===== src/rtl/pwm_pkg.sv =====
// pwm_pkg: definitions shared by pwm_duty_ramp and pwm_generator.
// Holds the default duty/counter width and the ramp controller state type.
package pwm_pkg;

  // Default duty and period-counter width used by the PWM blocks.
  localparam int PWM_WIDTH = 8;

  // Ramp controller states: waiting for a target, or slewing toward one.
  typedef enum logic [0:0] {
    ST_IDLE = 1'b0,
    ST_RAMP = 1'b1
  } pwm_state_e;

endpackage : pwm_pkg


===== src/rtl/pwm_period_counter.sv =====
// pwm_period_counter: WIDTH-bit free-running counter that mirrors the
// pwm_generator counter (same clock, same reset, 0 .. 2^WIDTH-1, wraps).
// o_boundary is high for exactly the cycle in which the count is all-ones.
module pwm_period_counter
  import pwm_pkg::*;
#(
  parameter int WIDTH = PWM_WIDTH
) (
  input  logic clk_fpga,
  input  logic reset_n,
  output logic o_boundary
);

  localparam logic [WIDTH-1:0] CNT_LAST = {WIDTH{1'b1}};

  logic [WIDTH-1:0] cnt_q;
  logic [WIDTH-1:0] cnt_d;
  logic             bnd_q;
  logic             bnd_d;

  // Next count, and whether that next count is the last one of the period.
  always_comb begin
    cnt_d = cnt_q + WIDTH'(1'b1);
    if (cnt_d == CNT_LAST) begin
      bnd_d = 1'b1;
    end else begin
      bnd_d = 1'b0;
    end
  end

  // Counter and registered boundary flag; the flag tracks cnt_q == all-ones.
  always_ff @(posedge clk_fpga or negedge reset_n) begin
    if (!reset_n) begin
      cnt_q <= {WIDTH{1'b0}};
      bnd_q <= 1'b0;
    end else begin
      cnt_q <= cnt_d;
      bnd_q <= bnd_d;
    end
  end

  assign o_boundary = bnd_q;

endmodule : pwm_period_counter


===== src/rtl/pwm_duty_ramp.sv =====
// pwm_duty_ramp: accepts a target duty over valid/ready and moves the applied
// duty toward it, changing o_duty_cycle only on the edge that ends a PWM
// period, so the generator never sees a mid-period change.
// Build option PWM_DUTY_RAMP_SLEW_EN: when defined, the duty moves by STEP
// every PERIODS_PER_STEP periods; when undefined, an accepted target is
// applied whole at the next period boundary.
module pwm_duty_ramp
  import pwm_pkg::*;
#(
  parameter int WIDTH            = PWM_WIDTH,
  parameter int STEP             = 1,
  parameter int PERIODS_PER_STEP = 4
) (
  input  logic             clk_fpga,
  input  logic             reset_n,
  input  logic [WIDTH-1:0] i_target,
  input  logic             i_target_valid,
  output logic             o_target_ready,
  output logic [WIDTH-1:0] o_duty_cycle,
  output logic             o_period_start,
  output logic             o_busy
);

  // Reject parameter sets that would make the step arithmetic meaningless.
  if ((STEP < 1) || (STEP > (2 ** WIDTH) - 1) || (PERIODS_PER_STEP < 1)) begin : g_cfg_check
    $error("pwm_duty_ramp: STEP or PERIODS_PER_STEP out of range");
  end

  pwm_state_e       state_q;
  pwm_state_e       state_d;
  logic [WIDTH-1:0] duty_q;
  logic [WIDTH-1:0] duty_d;
  logic [WIDTH-1:0] target_q;
  logic [WIDTH-1:0] target_d;
  logic             ready_q;
  logic             ready_d;
  logic             busy_q;
  logic             busy_d;

  logic             boundary_s;
  logic             accept_s;
  logic             update_due_s;
  logic [WIDTH-1:0] update_val_s;

  // Period counter running in lockstep with the generator's counter.
  pwm_period_counter #(
    .WIDTH (WIDTH)
  ) u_period_counter (
    .clk_fpga   (clk_fpga),
    .reset_n    (reset_n),
    .o_boundary (boundary_s)
  );

  // A target is taken only while ready is high (IDLE).
  assign accept_s = i_target_valid & ready_q;

`ifdef PWM_DUTY_RAMP_SLEW_EN

  // The step-period counter must be able to hold PERIODS_PER_STEP itself.
  localparam int                 SPC_W    = $clog2(PERIODS_PER_STEP + 1);
  localparam logic [SPC_W-1:0]   SPC_LAST = SPC_W'(PERIODS_PER_STEP);
  localparam logic [WIDTH:0]     STEP_X   = (WIDTH + 1)'(STEP);

  logic [SPC_W-1:0] spc_q;
  logic [SPC_W-1:0] spc_d;
  logic [SPC_W-1:0] spc_inc_s;

  // One step from duty toward tgt, computed one bit wider so that neither
  // the sum nor the difference can wrap; the result is clamped at tgt.
  function automatic logic [WIDTH-1:0] step_toward(input logic [WIDTH-1:0] duty,
                                                   input logic [WIDTH-1:0] tgt);
    logic [WIDTH:0]   duty_x;
    logic [WIDTH:0]   tgt_x;
    logic [WIDTH:0]   sum_x;
    logic [WIDTH:0]   diff_x;
    logic [WIDTH-1:0] res;
    duty_x = {1'b0, duty};
    tgt_x  = {1'b0, tgt};
    sum_x  = duty_x + STEP_X;
    diff_x = duty_x - STEP_X;
    if (tgt_x > duty_x) begin
      if (sum_x >= tgt_x) begin
        res = tgt;
      end else begin
        res = sum_x[WIDTH-1:0];
      end
    end else begin
      // A set top bit means duty < STEP: the difference went negative.
      if (diff_x[WIDTH] || (diff_x <= tgt_x)) begin
        res = tgt;
      end else begin
        res = diff_x[WIDTH-1:0];
      end
    end
    return res;
  endfunction

  // A step is due on the boundary that brings the period count to the limit.
  always_comb begin
    spc_inc_s    = spc_q + SPC_W'(1'b1);
    update_val_s = step_toward(duty_q, target_q);
    if ((state_q == ST_RAMP) && boundary_s && (spc_inc_s == SPC_LAST)) begin
      update_due_s = 1'b1;
    end else begin
      update_due_s = 1'b0;
    end
  end

  // Step-period counter: cleared on acceptance, counts RAMP boundaries only.
  always_comb begin
    spc_d = spc_q;
    if (state_q == ST_IDLE) begin
      if (accept_s) begin
        spc_d = {SPC_W{1'b0}};
      end else begin
        spc_d = spc_q;
      end
    end else if (boundary_s) begin
      if (spc_inc_s == SPC_LAST) begin
        spc_d = {SPC_W{1'b0}};
      end else begin
        spc_d = spc_inc_s;
      end
    end else begin
      spc_d = spc_q;
    end
  end

  // Step-period counter register.
  always_ff @(posedge clk_fpga or negedge reset_n) begin
    if (!reset_n) begin
      spc_q <= {SPC_W{1'b0}};
    end else begin
      spc_q <= spc_d;
    end
  end

`else

  // Without slewing the whole target lands on the first RAMP boundary; a
  // boundary in the accepting cycle is seen in IDLE and so does not count.
  always_comb begin
    update_val_s = target_q;
    if ((state_q == ST_RAMP) && boundary_s) begin
      update_due_s = 1'b1;
    end else begin
      update_due_s = 1'b0;
    end
  end

`endif

  // Controller: accept a differing target, apply updates at boundaries, and
  // drop back to IDLE on the same edge that makes the duty reach the target.
  always_comb begin
    state_d  = state_q;
    duty_d   = duty_q;
    target_d = target_q;
    case (state_q)
      ST_IDLE: begin
        if (accept_s && (i_target != duty_q)) begin
          target_d = i_target;
          state_d  = ST_RAMP;
        end else begin
          state_d  = ST_IDLE;
        end
      end
      ST_RAMP: begin
        if (update_due_s) begin
          duty_d = update_val_s;
          if (update_val_s == target_q) begin
            state_d = ST_IDLE;
          end else begin
            state_d = ST_RAMP;
          end
        end else begin
          state_d = ST_RAMP;
        end
      end
      default: begin
        state_d = ST_IDLE;
      end
    endcase
    ready_d = (state_d == ST_IDLE);
    busy_d  = (state_d == ST_RAMP);
  end

  // State, applied duty, latched target and handshake flags.
  always_ff @(posedge clk_fpga or negedge reset_n) begin
    if (!reset_n) begin
      state_q  <= ST_IDLE;
      duty_q   <= {WIDTH{1'b0}};
      target_q <= {WIDTH{1'b0}};
      ready_q  <= 1'b1;
      busy_q   <= 1'b0;
    end else begin
      state_q  <= state_d;
      duty_q   <= duty_d;
      target_q <= target_d;
      ready_q  <= ready_d;
      busy_q   <= busy_d;
    end
  end

  assign o_duty_cycle   = duty_q;
  assign o_target_ready = ready_q;
  assign o_busy         = busy_q;
  assign o_period_start = boundary_s;

endmodule : pwm_duty_ramp

===== config.mk =====
export PLATFORM = sky130hd
export DESIGN_NAME = pwm_duty_ramp
export DESIGN_NICKNAME = d
export VERILOG_FILES = /design/src/rtl/pwm_pkg.sv /design/src/rtl/pwm_period_counter.sv /design/src/rtl/pwm_duty_ramp.sv
export SDC_FILE = /design/constraint.sdc
export NUM_CORES = 1
export LEC_CHECK = 0
export ABC_AREA = 1
export ABC_CLOCK_PERIOD_IN_PS = 1300
export BUFFER_PORTS_ARGS = -buffer_cell sky130_fd_sc_hd__buf_2
export CORE_MARGIN = 10
export CORE_UTILIZATION = 49
export DETAILED_ROUTE_END_ITERATION = 8
export PLACE_DENSITY = 0.76
export REMOVE_ABC_BUFFERS = 1
export SYNTH_ARGS = -nofsm -noshare
export SYNTH_HDL_FRONTEND = slang
export SYNTH_SLANG_ARGS = --single-unit

===== constraint.sdc =====
create_clock -name clk_fpga -period 1.3 [get_ports clk_fpga]
set_clock_uncertainty 0.05 [all_clocks]
set_input_delay 0.195 -clock clk_fpga [delete_from_list [all_inputs] [get_ports clk_fpga]]
set_output_delay 0.195 -clock clk_fpga [all_outputs]
set_load 0.1 [all_outputs]

Word level (Yosys, flattened, before mapping)
Cells that the tools add are included.
W data, S select, Z words.
- bits in latches: 0
- logic and storage cells: 21
- ROM bits: 0
- memory bits (writable): 0
- input bits: 11
- output and inout port bits: 11
- bits in registers: 27
- memories: 0
- order comparisons: 0
- bitwise gates (word level): 3
- divide/modulo/power cells: 0
- add/subtract/negate cells: 1
- eq/ne operators: 2
- $mul: 0
- muxes and demuxes: 5
- reduce and logical (&&, ||, !) cells: 4
- shift-type cells: 0
- operator list (cell ; number):
    $add A8 B1 Y8 const B ; 1
    $eq A8 B8 Y1 const B ; 1
    $ne A8 B8 Y1 ; 1
    $mux W1 ; 4
    $reduce_and A2 Y1 ; 2
    $logic_and A1 B1 Y1 ; 2
    $not A1 Y1 ; 2
    $pmux W1 S2 ; 1
    $and A1 B1 Y1 ; 1

Longest topological paths before layout
Gate-level depths: netlist (run 1).
- depth in word-level cells: 5
- mapped depth: 9
- mapped depth without buffers: 9

By module
Synthesis (run 1) repeated with hierarchy kept, for this count alone.
- cells, all modules: 152
- area, all modules: 1282.5 sq um
- by module, submodules not included (module ; times used ; cells an instance ; area an instance (sq um) ; sequential area each (sq um)):
    pwm_duty_ramp ; 1 ; 99 ; 835.8 ; 451.7
    pwm_period_counter ; 1 ; 53 ; 446.7 ; 225.2

Worst setup path before layout (run 1)
OpenSTA, ideal clock, no wires.
- path kind: reg-to-reg
- from: reg duty_q[4] (netlist: o_duty_cycle[4])
- to: reg busy_q (netlist: o_busy)
- path buffers: 0
- path slack: -0.521 ns
- library setup time: 0.165 ns
- required time: 1.085 ns
- arrival time: 1.606 ns
- stages on the path, launching flop included: 8
- cells stage by stage: dfrtp_1 inv_1 nand2_1 nand3_1 nor2_2 nand2_4 nand2_4 o21ai_0
- longest elaborated chain between the ends: 4
- RTL lines (element ; RTL line ; text):
    start, declared ; pwm_duty_ramp.sv:31 ; logic [WIDTH-1:0] duty_q;
    start signal, assigned ; pwm_duty_ramp.sv:192 ; duty_q <= {WIDTH{1'b0}};
    start signal, assigned ; pwm_duty_ramp.sv:198 ; duty_q <= duty_d;
    $ne A8 B8 Y1 ; pwm_duty_ramp.sv:161 ; if (accept_s && (i_target != duty_q)) begin
    $logic_and A1 B1 Y1 ; pwm_duty_ramp.sv:161 ;
    $mux W1 ; pwm_duty_ramp.sv:161 ;
    $pmux W1 S2 ; pwm_duty_ramp.sv:159 ; case (state_q)
    net busy_d ; pwm_duty_ramp.sv:38 ; logic busy_d;
    end signal, assigned ; pwm_duty_ramp.sv:201 ; busy_q <= busy_d;
    end, declared ; pwm_duty_ramp.sv:37 ; logic busy_q;
The timed path passes the listed nets, and every way through them passes these cells.
A chain may end at the register's enable or synchronous reset.

Worst setup path in the final report (run 1)
- from: reg duty_q[2] (netlist: o_duty_cycle[2])
- to: reg target_q[1]
- longest elaborated chain between the ends: 3
- RTL lines (element ; RTL line ; text):
    $ne A8 B8 Y1 ; pwm_duty_ramp.sv:161 ;
    $logic_and A1 B1 Y1 ; pwm_duty_ramp.sv:161 ;
    $reduce_and A2 Y1 (no line) ; -- ;
    end signal, assigned ; pwm_duty_ramp.sv:193 ; target_q <= {WIDTH{1'b0}};
    end signal, assigned ; pwm_duty_ramp.sv:199 ; target_q <= target_d;
    end, declared ; pwm_duty_ramp.sv:33 ; logic [WIDTH-1:0] target_q;
Every way passes these cells.

==> results of run 1 <==
==> cell families after synthesis <==
kind of cell,Yosys count,synth area share [%]
DFF,27,53.1
muxes,3,2.65
buffers and inverters,22,6.58
and+or+nand+nor,80,29.4
adders and majority gates,2,1.96
xor gates and xnor gates,4,2.75
AOI/OAI and AO/OA,9,3.54
==> through the flow <==
stage          setup TNS (ps)  power, mW  cells  hold WS [ps]  util [%]
4_1_cts                 -46.4       1.27    215          85.8      69.4
6_report                 -212       1.27    221          72.9      77.0
3_5_place_dp            -11.8      0.915    209           180      67.3
3_3_place_gp                0      0.914    209           177      67.3
5_1_grt                 -1140       1.32    221          65.2      77.0
2_1_floorplan           -8590      0.875    146          -151         -
==> metal layers <==
layer / wire, µm / vias up / track usage [%]
met5: 0 / - / 0
met4: 14 / 0 / 3.23
li1: - / 545 / -
met1: 1300 / 527 / 11.3
met3: 143 / 2 / 2.93
met2: 1630 / 22 / 21.2
==> flip-flops by register name, summed over array words and instances (netlist names) <==
name / cells
u_period_counter.cnt_q: 8
o_duty_cycle: 8
o_target_ready: 1
target_q: 8
u_period_counter.o_boundary: 1
o_busy: 1
==> power groups by stage <==
stage | Clock [mW] | Combinational (mW) | Sequential, mW
floorplan | 0 | 0.0185 | 0.856
global placement | 0 | 0.0580 | 0.856
detailed placement | 0 | 0.0592 | 0.856
CTS | 0.365 | 0.0618 | 0.840
global route | 0.401 | 0.0783 | 0.841
finish | 0.357 | 0.0708 | 0.840
==> cells in the mapped netlist, drive strengths merged <==
cell	number
mux2	3
nand3	14
buf	1
nand4	3
a21oi	6
nor3	1
dfrtp	26
xor2	1
nor2	10
ha	2
o21ai	3
inv	21
dfstp	1
nand2	51
xnor2	3
and2	1
==> layout make-up <==
type | count | area (µm²)
Sequential cell | 27 | 678
Tap cell | 30 | 37.5
Fill cell | 154 | 569
Inverter | 21 | 78.8
Clock buffer | 4 | 26.3
Multi-Input combinational cell | 100 | 642
Timing Repair Buffer | 39 | 445
==> worst max path at each step <==
stage | from | end | cells past startpoint
2_1_floorplan | o_busy | o_duty_cycle[2] | 2
3_3_place_gp | o_duty_cycle[5] | o_busy | 8
3_5_place_dp | o_duty_cycle[1] | o_busy | 8
4_1_cts | o_target_ready | o_target_ready | 1
5_1_grt | o_duty_cycle[2] | target_q[4] | 7
6_report | o_duty_cycle[2] | target_q[1] | 7
==> repair_timing <==
item	CTS	global route
pin swaps	2	24
resized for setup	3	39
cloned	1	1
setup endpoints to repair	7	19
endpoints found under the hold margin	26	0
buffers inserted	0	5
hold buffers	1	0
==> worst register-to-register path, cell delays in order, from the launching register on <==
cell                      delay [ps]
sky130_fd_sc_hd__dfrtp_1         440
sky130_fd_sc_hd__xnor2_1         160
sky130_fd_sc_hd__nand2_1         120
sky130_fd_sc_hd__nor2_4          160
sky130_fd_sc_hd__nand2_4         100
sky130_fd_sc_hd__nand2_4         130
sky130_fd_sc_hd__nand2_2          70
sky130_fd_sc_hd__nand2_1          70
==> results.json, run 1 <==
{
  "worst_path_max_delay_cell": "sky130_fd_sc_hd__dfrtp_1",
  "clockPowerShare_pct": 28.2,
  "number_of_placement_rows": 18,
  "final_common_cell": "sky130_fd_sc_hd__nand2_1",
  "clk_root_buffer_cell": "sky130_fd_sc_hd__clkbuf_4",
  "routabilityCongestion": 0.788,
  "initial_utilization_pct": 51.4,
  "dp_hpwl_um": 2150,
  "gr_ovfl_total": 0,
  "layout_setup_ws_ps": -46.9,
  "ys_seq_area_share_pct": 53.1,
  "run_status": "complete, but fails checks",
  "cts_htree_levels": 1,
  "worst_hold_path_type": "input port to flop",
  "irDropWorstVdd_mv": 0.676,
  "netlist_top_cells_area": "sky130_fd_sc_hd__dfrtp_1, sky130_fd_sc_hd__nand2_1, sky130_fd_sc_hd__inv_1, sky130_fd_sc_hd__nand3_1, sky130_fd_sc_hd__mux2_2",
  "synth_seq_cells": 27,
  "number_of_antenna_diodes": 0,
  "worst-endpoint-required_ps": 1510,
  "drv.max_cap_violation_count": 0,
  "clockBufferDepth": 2,
  "crit_path_cell_trace": "xnor2_1, nand2_1, nor2_4, nand2_4, nand2_4, nand2_2, nand2_1",
  "critical_path.reg2reg.endpoint": "target_q[1]",
  "timing.hold.worst_endpoint": "target_q[6]",
  "timing.critical_path.fanout_max": 6,
  "synth_area_um2": 1270,
  "intPower_mw": 0.985,
  "layout-drive-gt1-share_pct": 42.9,
  "critical_path.startpoint_type": "flop",
  "report.final.setup_viol": 8,
  "floorplan.io_pins": 22,
  "port_buffer_cells": 21,
  "finalWirelength_um": 3080,
  "syn_to_final_growth_pct": 49.8,
  "p_leak_nw": 1.01,
  "ys_warn_count": 0,
  "final_cell_mix": "sky130_fd_sc_hd__nand2_1, sky130_fd_sc_hd__dfrtp_1, sky130_fd_sc_hd__inv_1",
  "grt_start_max_net_pins": 28,
  "setup.worst_path.class": "flop to flop",
  "routedWlPerCell_um": 13.9,
  "r2r_slack_ps": -50,
  "post_cts_clock_slew_at_the_launch_and_capture_registers_of_the_worst_setup_and_hold_paths_ps": 140,
  "top_cell_type_s_share_of_synthesized_area_pct": 51.1,
  "worst_path_largest_cell_delay_ps": 440,
  "drc": 0,
  "fin_nets": 205,
  "synth.largest_area_cell": "sky130_fd_sc_hd__dfrtp_1",
  "seqPwrFrac_pct": 66.3,
  "rsz0062_at_grt": "yes",
  "fmax_ghz": 0.742,
  "synth_cell_types": 20,
  "number_of_global_route_vias_before_repair": 1173,
  "layout_worst_path_cycle_share_pct": 104,
  "clk_latency_ps": 310,
  "dpl_worst_slack_ps": -11.8,
  "whs_path_depth": 3,
  "violations_in_the_final_reports": "negative setup slack",
  "finalHoldViolations": 0,
  "grt.total_usage_pct": 11.0,
  "maxSlewHeadroom_pct": 60.7,
  "synth_area_per_cell_um2": 8.66,
  "rr_startpoint": "o_duty_cycle[2]",
  "holdCritStartpoint": "i_target[6]",
  "drt-initial-drc-count": 48,
  "cts_tree": "done",
  "crit_path_end_kind": "flop",
  "floorplan.core_area_um2": 2480,
  "design.die.area_um2": 5040,
  "worstRegToRegCells": 7,
  "clkSinkCount": 27,
  "critPathTopFamily": "simple AND/OR/NAND/NOR gates",
  "die_height_um": 71.0,
  "drt.antenna.violating_nets": 0,
  "antenna_found_initial": 0,
  "vias_per_cell": 4.96,
  "powerDensity_nw_per_um2": 665,
  "netSwitchingFraction_pct": 22.3,
  "dieWidth_um": 71.0,
  "post-route-min-period_ps": 1350,
  "drt-pass1-iter-count": 4,
  "vias": 1096,
  "slew_violations": 0,
  "cts_buffers": 3,
  "crit_buf_inv": 0,
  "crit_path_dat_ps": 1560,
  "pwr-share-comb_pct": 5.6,
  "global_route_wire_length_before_repair_um": 4840,
  "tightest_slew_ps": 589,
  "power.switching_mw": 0.283,
  "dpl-instance-area_um2": 1670,
  "design_area_final_um2": 1910,
  "post_synth_inst_count": 147
}
Note: power is estimated with default switching activity, not from simulation.
==> run 2: changes to the inputs <==
--- a/config.mk
+++ b/config.mk
@@ -15,4 +15,5 @@
 export REMOVE_ABC_BUFFERS = 1
 export SYNTH_ARGS = -nofsm -noshare
 export SYNTH_HDL_FRONTEND = slang
+export SYNTH_HIERARCHICAL = 1
 export SYNTH_SLANG_ARGS = --single-unit
==> results.json, run 2 <==
{
  "critPathTopFamily": "flip-flops",
  "top_cell_type_s_share_of_synthesized_area_pct": 50.7,
  "dominant_cell_by_count_in_the_synthesized_netlist": "sky130_fd_sc_hd__nand2_1",
  "post_cts_clock_slew_at_the_launch_and_capture_registers_of_the_worst_setup_and_hold_paths_ps": 150,
  "timing.hold.worst_endpoint": "target_q[4]",
  "syn_to_final_growth_pct": 42.4,
  "p_leak_nw": 0.939,
  "floorplan.io_pins": 22,
  "worstRegToRegCells": 9,
  "intPower_mw": 0.981,
  "number_of_placement_rows": 18,
  "design.die.area_um2": 5060,
  "clk_root_buffer_cell": "sky130_fd_sc_hd__clkbuf_4",
  "seqPwrFrac_pct": 66.2,
  "post_synth_most_frequent_cells": "sky130_fd_sc_hd__nand2_1, sky130_fd_sc_hd__dfrtp_1, sky130_fd_sc_hd__inv_1",
  "cts_htree_levels": 1,
  "grt.total_usage_pct": 11.7,
  "power.switching_mw": 0.289,
  "cts_buffers": 3,
  "worst_path_max_delay_cell": "sky130_fd_sc_hd__dfstp_2",
  "netSwitchingFraction_pct": 22.7,
  "post-route-min-period_ps": 1340,
  "vias_per_cell": 5.04,
  "finalWirelength_um": 3020,
  "crit_path_end_kind": "output pin",
  "postSynth.topFlopCell": "sky130_fd_sc_hd__dfrtp_1",
  "netlist_top_cells_area": "sky130_fd_sc_hd__dfrtp_1, sky130_fd_sc_hd__nand2_1, sky130_fd_sc_hd__inv_1, sky130_fd_sc_hd__nand3_1, sky130_fd_sc_hd__a21oi_1",
  "die_height_um": 71.2,
  "layout_setup_ws_ps": -41.6,
  "final_cell_mix": "sky130_fd_sc_hd__nand2_1, sky130_fd_sc_hd__dfrtp_1, sky130_fd_sc_hd__inv_1",
  "synth.largest_area_cell": "sky130_fd_sc_hd__dfrtp_1",
  "layout_worst_path_cycle_share_pct": 103,
  "clkSinkCount": 27,
  "slew_violations": 0,
  "drv.max_cap_violation_count": 0,
  "global_route_track_usage_on_met3_pct": 2.65,
  "worst_path_largest_cell_delay_ps": 590,
  "initial_utilization_pct": 51.8,
  "dpl-instance-area_um2": 1680,
  "maxSlewHeadroom_pct": 59.6,
  "final_common_cell": "sky130_fd_sc_hd__nand2_1",
  "critical_path.reg2reg.endpoint": "target_q[3]",
  "crit_buf_inv": 1,
  "rr_startpoint": "o_duty_cycle[5]",
  "powerDensity_nw_per_um2": 695,
  "report.final.setup_viol": 10,
  "grt-busiest-layer": "met2",
  "critical_path.startpoint_type": "flop",
  "routedWlPerCell_um": 13.6,
  "number_of_antenna_diodes": 0,
  "finalHoldViolations": 0,
  "floorplan.core_area_um2": 2480,
  "design_area_final_um2": 1830,
  "setup.worst_path.class": "flop to output pin",
  "rsz0062_at_grt": "yes",
  "violations_in_the_final_reports": "negative setup slack",
  "tightest_slew_ps": 606,
  "synth_seq_cells": 27,
  "fin_nets": 207,
  "hold_ws_ps": 82.7,
  "dieWidth_um": 71.2,
  "ys_seq_area_share_pct": 52.8,
  "dp_hpwl_um": 2160,
  "drc": 0,
  "routabilityCongestion": 0.801,
  "global_route_wire_length_before_repair_um": 4960,
  "gr_ovfl_total": 0,
  "port_buffer_cells": 21,
  "layout-drive-gt1-share_pct": 36.8,
  "cts_tree": "done",
  "crit_path_cell_trace": "buf_12",
  "grtUsageMet1_pct": 13.0,
  "drt-initial-drc-count": 74,
  "synth_edf_count": 0,
  "synth_area_per_cell_um2": 8.44,
  "synth_area_um2": 1280,
  "drt-pass1-iter-count": 4,
  "post_synth_inst_count": 152,
  "final_core_util_pct": 73.7,
  "clockBufferDepth": 2,
  "fmax_ghz": 0.745,
  "holdCritStartpoint": "i_target[4]",
  "vias": 1123,
  "pwr-share-comb_pct": 5.8,
  "ys_async_sr_fraction_pct": 100,
  "grt_util_met2_pct": 21.5,
  "ys_warn_count": 6,
  "worst-endpoint-required_ps": 1050,
  "crit_path_dat_ps": 1100,
  "fillerInstances": 174,
  "grt_start_max_net_pins": 28,
  "number_of_global_route_vias_before_repair": 1101,
  "antenna_found_initial": 0,
  "timing.critical_path.fanout_max": 2,
  "irDropWorstVdd_mv": 0.806,
  "run_status": "complete, but fails checks",
  "whs_path_depth": 3,
  "drt.antenna.violating_nets": 0,
  "worst_hold_path_type": "input port to flop",
  "clk_latency_ps": 320,
  "r2r_slack_ps": -30,
  "clockPowerShare_pct": 28.0,
  "power.total_mw": 1.27,
  "synth_cell_types": 19
}
-- run 2: cell types whose count changed in the layout (fill, tap and decap cells not counted), sizes merged --
cell	delta
nand2	+6
inv	-1
xor2	-1
nor2	+4
clkinv	+1
nand3	-2
nor3	-1
buf	-3
nand4	-2
a21oi	+1
xnor2	+1
clkbuf	-1
-- run 2: metrics by stage --
stage	setup WS (ps)	instances	TNS, ps
finish	-41.6	223	-159
global route	-108	223	-1110
CTS	-50.6	221	-50.6
detailed placement	-10.3	215	-10.3
global placement	54.1	215	0
floorplan	-604	151	-8520
-- run 2: per-layer routing --
layer,vias to the layer above,share of wire (%)
li1,553,-
met1,540,38
met2,28,57
met3,2,4.2
met4,0,0.83
met5,-,0
-- run 2: worst max path at each step --
stage / from / endpoint / slack [ps] / cells after the start
2_1_floorplan: o_busy / o_duty_cycle[2] / -600 / 2
3_3_place_gp: o_duty_cycle[5] / o_busy / 50 / 8
3_5_place_dp: o_duty_cycle[5] / o_busy / -10 / 8
4_1_cts: o_target_ready / o_target_ready / -50 / 1
5_1_grt: o_duty_cycle[3] / target_q[3] / -110 / 7
6_report: o_target_ready / o_target_ready / -40 / 1
-- run 2: final cells by class --
type | count | area [µm²] | area share, %
Timing Repair Buffer | 36 | 415 | 22.7
Clock buffer | 3 | 22.5 | 1.23
Multi-Input combinational cell | 106 | 593 | 32.5
Inverter | 20 | 75.1 | 4.11
Sequential cell | 27 | 678 | 37.1
Clock inverter | 1 | 5.00 | 0.274
Tap cell | 30 | 37.5 | 2.05
-- run 2: power groups by stage --
stage               logic (mW)  registers (mW)  clock network [mW]
finish                  0.0735           0.840               0.356
global route            0.0828           0.841               0.395
CTS                     0.0668           0.840               0.369
detailed placement      0.0606           0.856                   0
global placement        0.0589           0.856                   0
floorplan               0.0189           0.856                   0
-- run 2: cells by family after synthesis --
group,count (synthesis),synth area share [%]
xor gates and xnor gates,4,2.73
adders and majority gates,2,1.95
and+or+nand+nor,85,29.8
AOI/OAI and AO/OA,10,3.90
buffers and inverters,21,6.24
muxes,3,2.63
DFF,27,52.8
-- run 2: what timing repair did --
| item | CTS | global route |
|---|---|---|
| hold buffers | 1 | 0 |
| gates resized for setup | 8 | 19 |
| gates cloned | 2 | 0 |
| buffers inserted | 0 | 2 |
| endpoints found under the hold margin | 26 | 0 |
| pin swaps | 5 | 7 |
| endpoints found under the setup margin | 15 | 20 |
==> run 3: changes to the inputs <==
--- a/config.mk
+++ b/config.mk
@@ -12,8 +12,10 @@
 export CORE_UTILIZATION = 49
 export DETAILED_ROUTE_END_ITERATION = 8
 export PLACE_DENSITY = 0.76
+export RECOVER_POWER = 25
 export REMOVE_ABC_BUFFERS = 1
 export SYNTH_ARGS = -nofsm -noshare
 export SYNTH_HDL_FRONTEND = slang
 export SYNTH_HIERARCHICAL = 1
 export SYNTH_SLANG_ARGS = --single-unit
+export TNS_END_PERCENT = 20
==> results.json, run 3 (synthesis gave the netlist of run 2 again) <==
{
  "drt.antenna.violating_nets": 0,
  "finalHoldViolations": 0,
  "maxSlewHeadroom_pct": 55.2,
  "drc": 0,
  "power.switching_mw": 0.287,
  "rr_startpoint": "o_duty_cycle[4]",
  "drv.max_cap_violation_count": 0,
  "final_cell_mix": "sky130_fd_sc_hd__nand2_1, sky130_fd_sc_hd__dfrtp_1, sky130_fd_sc_hd__inv_1",
  "routedWlPerCell_um": 13.7,
  "intPower_mw": 0.980,
  "number_of_placement_rows": 18,
  "vias": 1117,
  "post_cts_clock_slew_at_the_launch_and_capture_registers_of_the_worst_setup_and_hold_paths_ps": 150,
  "slew_violations": 0,
  "worst-endpoint-required_ps": 1050,
  "final_common_cell": "sky130_fd_sc_hd__nand2_1",
  "dpl-instance-area_um2": 1680,
  "netSwitchingFraction_pct": 22.7,
  "place_inst": 215,
  "powerDensity_nw_per_um2": 699,
  "whs_path_depth": 3,
  "clk_latency_ps": 320,
  "dieWidth_um": 71.2,
  "timing.critical_path.fanout_max": 2,
  "final_core_util_pct": 73.2,
  "worst_hold_path_type": "input port to flop",
  "seqPwrFrac_pct": 66.3,
  "routabilityCongestion": 0.801,
  "die_height_um": 71.2,
  "grt_start_max_net_pins": 28,
  "critical_path.startpoint_type": "flop",
  "clkSinkCount": 27,
  "cts_buffers": 3,
  "run_status": "complete, but fails checks",
  "final_cells": 222,
  "irDropWorstVdd_mv": 0.839,
  "number_of_antenna_diodes": 0,
  "dp_hpwl_um": 2160,
  "holdCritStartpoint": "i_target[4]",
  "layout_worst_path_cycle_share_pct": 103,
  "drt-initial-drc-count": 72,
  "vias_per_cell": 5.03,
  "fmax_ghz": 0.746,
  "power.total_mw": 1.27,
  "critical_path.reg2reg.endpoint": "target_q[4]",
  "r2r_slack_ps": -30,
  "global_route_wire_length_before_repair_um": 5020,
  "layout_setup_ws_ps": -40.3,
  "antenna_found_initial": 0,
  "syn_to_final_growth_pct": 41.4,
  "port_buffer_cells": 21,
  "violations_in_the_final_reports": "negative setup slack",
  "number_of_global_route_vias_before_repair": 1132,
  "cts_htree_levels": 1,
  "floorplan.core_area_um2": 2480,
  "drt-pass1-iter-count": 4,
  "timing.hold.worst_endpoint": "target_q[4]",
  "setup.worst_path.class": "flop to output pin",
  "fin_nets": 206,
  "design_area_final_um2": 1810,
  "floorplan.io_pins": 22,
  "layout-drive-gt1-share_pct": 36.5,
  "cts_tree": "done",
  "finalWirelength_um": 3040,
  "gr_ovfl_total": 0,
  "crit_path_cell_trace": "buf_12",
  "final.setup.tns_ps": -212,
  "worst_path_largest_cell_delay_ps": 590,
  "tightest_slew_ps": 672,
  "grt.total_usage_pct": 11.9,
  "clockPowerShare_pct": 28.0,
  "critPathTopFamily": "flip-flops",
  "initial_utilization_pct": 51.8,
  "clk_root_buffer_cell": "sky130_fd_sc_hd__clkbuf_4",
  "clockBufferDepth": 2,
  "crit_path_end_kind": "output pin",
  "p_leak_nw": 0.929,
  "pwr-share-comb_pct": 5.7,
  "crit_buf_inv": 1,
  "crit_path_dat_ps": 1100,
  "worstRegToRegCells": 9,
  "report.final.setup_viol": 12,
  "worst_path_max_delay_cell": "sky130_fd_sc_hd__dfstp_2",
  "rsz0062_at_grt": "yes",
  "design.die.area_um2": 5060,
  "post-route-min-period_ps": 1340
}
run 3: area by class of cell:
cell class	count	area [µm²]
Inverter	20	75.1
Sequential cell	27	678
Timing Repair Buffer	35	408
Multi-Input combinational cell	106	587
Clock inverter	1	5.00
Tap cell	30	37.5
Clock buffer	3	22.5
Fill cell	182	664
run 3: power groups by stage:
stage	logic, mW	registers [mW]	clock network (mW)
after floorplan	0.0189	0.856	0
after global placement	0.0589	0.856	0
after detailed placement	0.0606	0.856	0
after CTS	0.0668	0.840	0.369
after global routing	0.0809	0.841	0.395
final	0.0725	0.840	0.355
run 3: worst max path at each step:
stage	start	end	slack, ps	depth (start not counted)
floorplan	o_busy	o_duty_cycle[2]	-600	2
global placement	o_duty_cycle[5]	o_busy	50	8
detailed placement	o_duty_cycle[5]	o_busy	-10	8
CTS	o_target_ready	o_target_ready	-50	1
global route	o_duty_cycle[4]	target_q[4]	-130	9
finish	o_target_ready	o_target_ready	-40	1
run 3: timing repair:
action	CTS	global route
pin swaps	5	7
gates cloned	2	0
resized for setup	9	19
setup endpoints to repair	15	21
hold endpoints to repair	26	0
setup buffers	0	0
hold buffers	1	0
run 3: worst reg2reg max path: cells and delay by family, from the launching register on:
family	cells	cell delay [ps]
buf+inv	1	80
simple gates	8	710
flops	1	450
run 3: routing by layer:
metal / wire length, µm / share of wire, % / track usage [%] / vias up
met5: 0 / 0 / 0 / -
met4: 50 / 1.6 / 4.73 / 0
met3: 141 / 4.6 / 2.79 / 6
met2: 1690 / 55 / 21.3 / 38
met1: 1160 / 38 / 13.0 / 521
li1: - / - / - / 552
run 3: metrics by stage:
stage | worst slack, ps | hold slack, ps
after floorplan | -604 | -151
after global placement | 54.1 | 181
after detailed placement | -10.3 | 188
after CTS | -50.6 | 77.6
after global routing | -126 | 80.7
final | -40.3 | 88.7
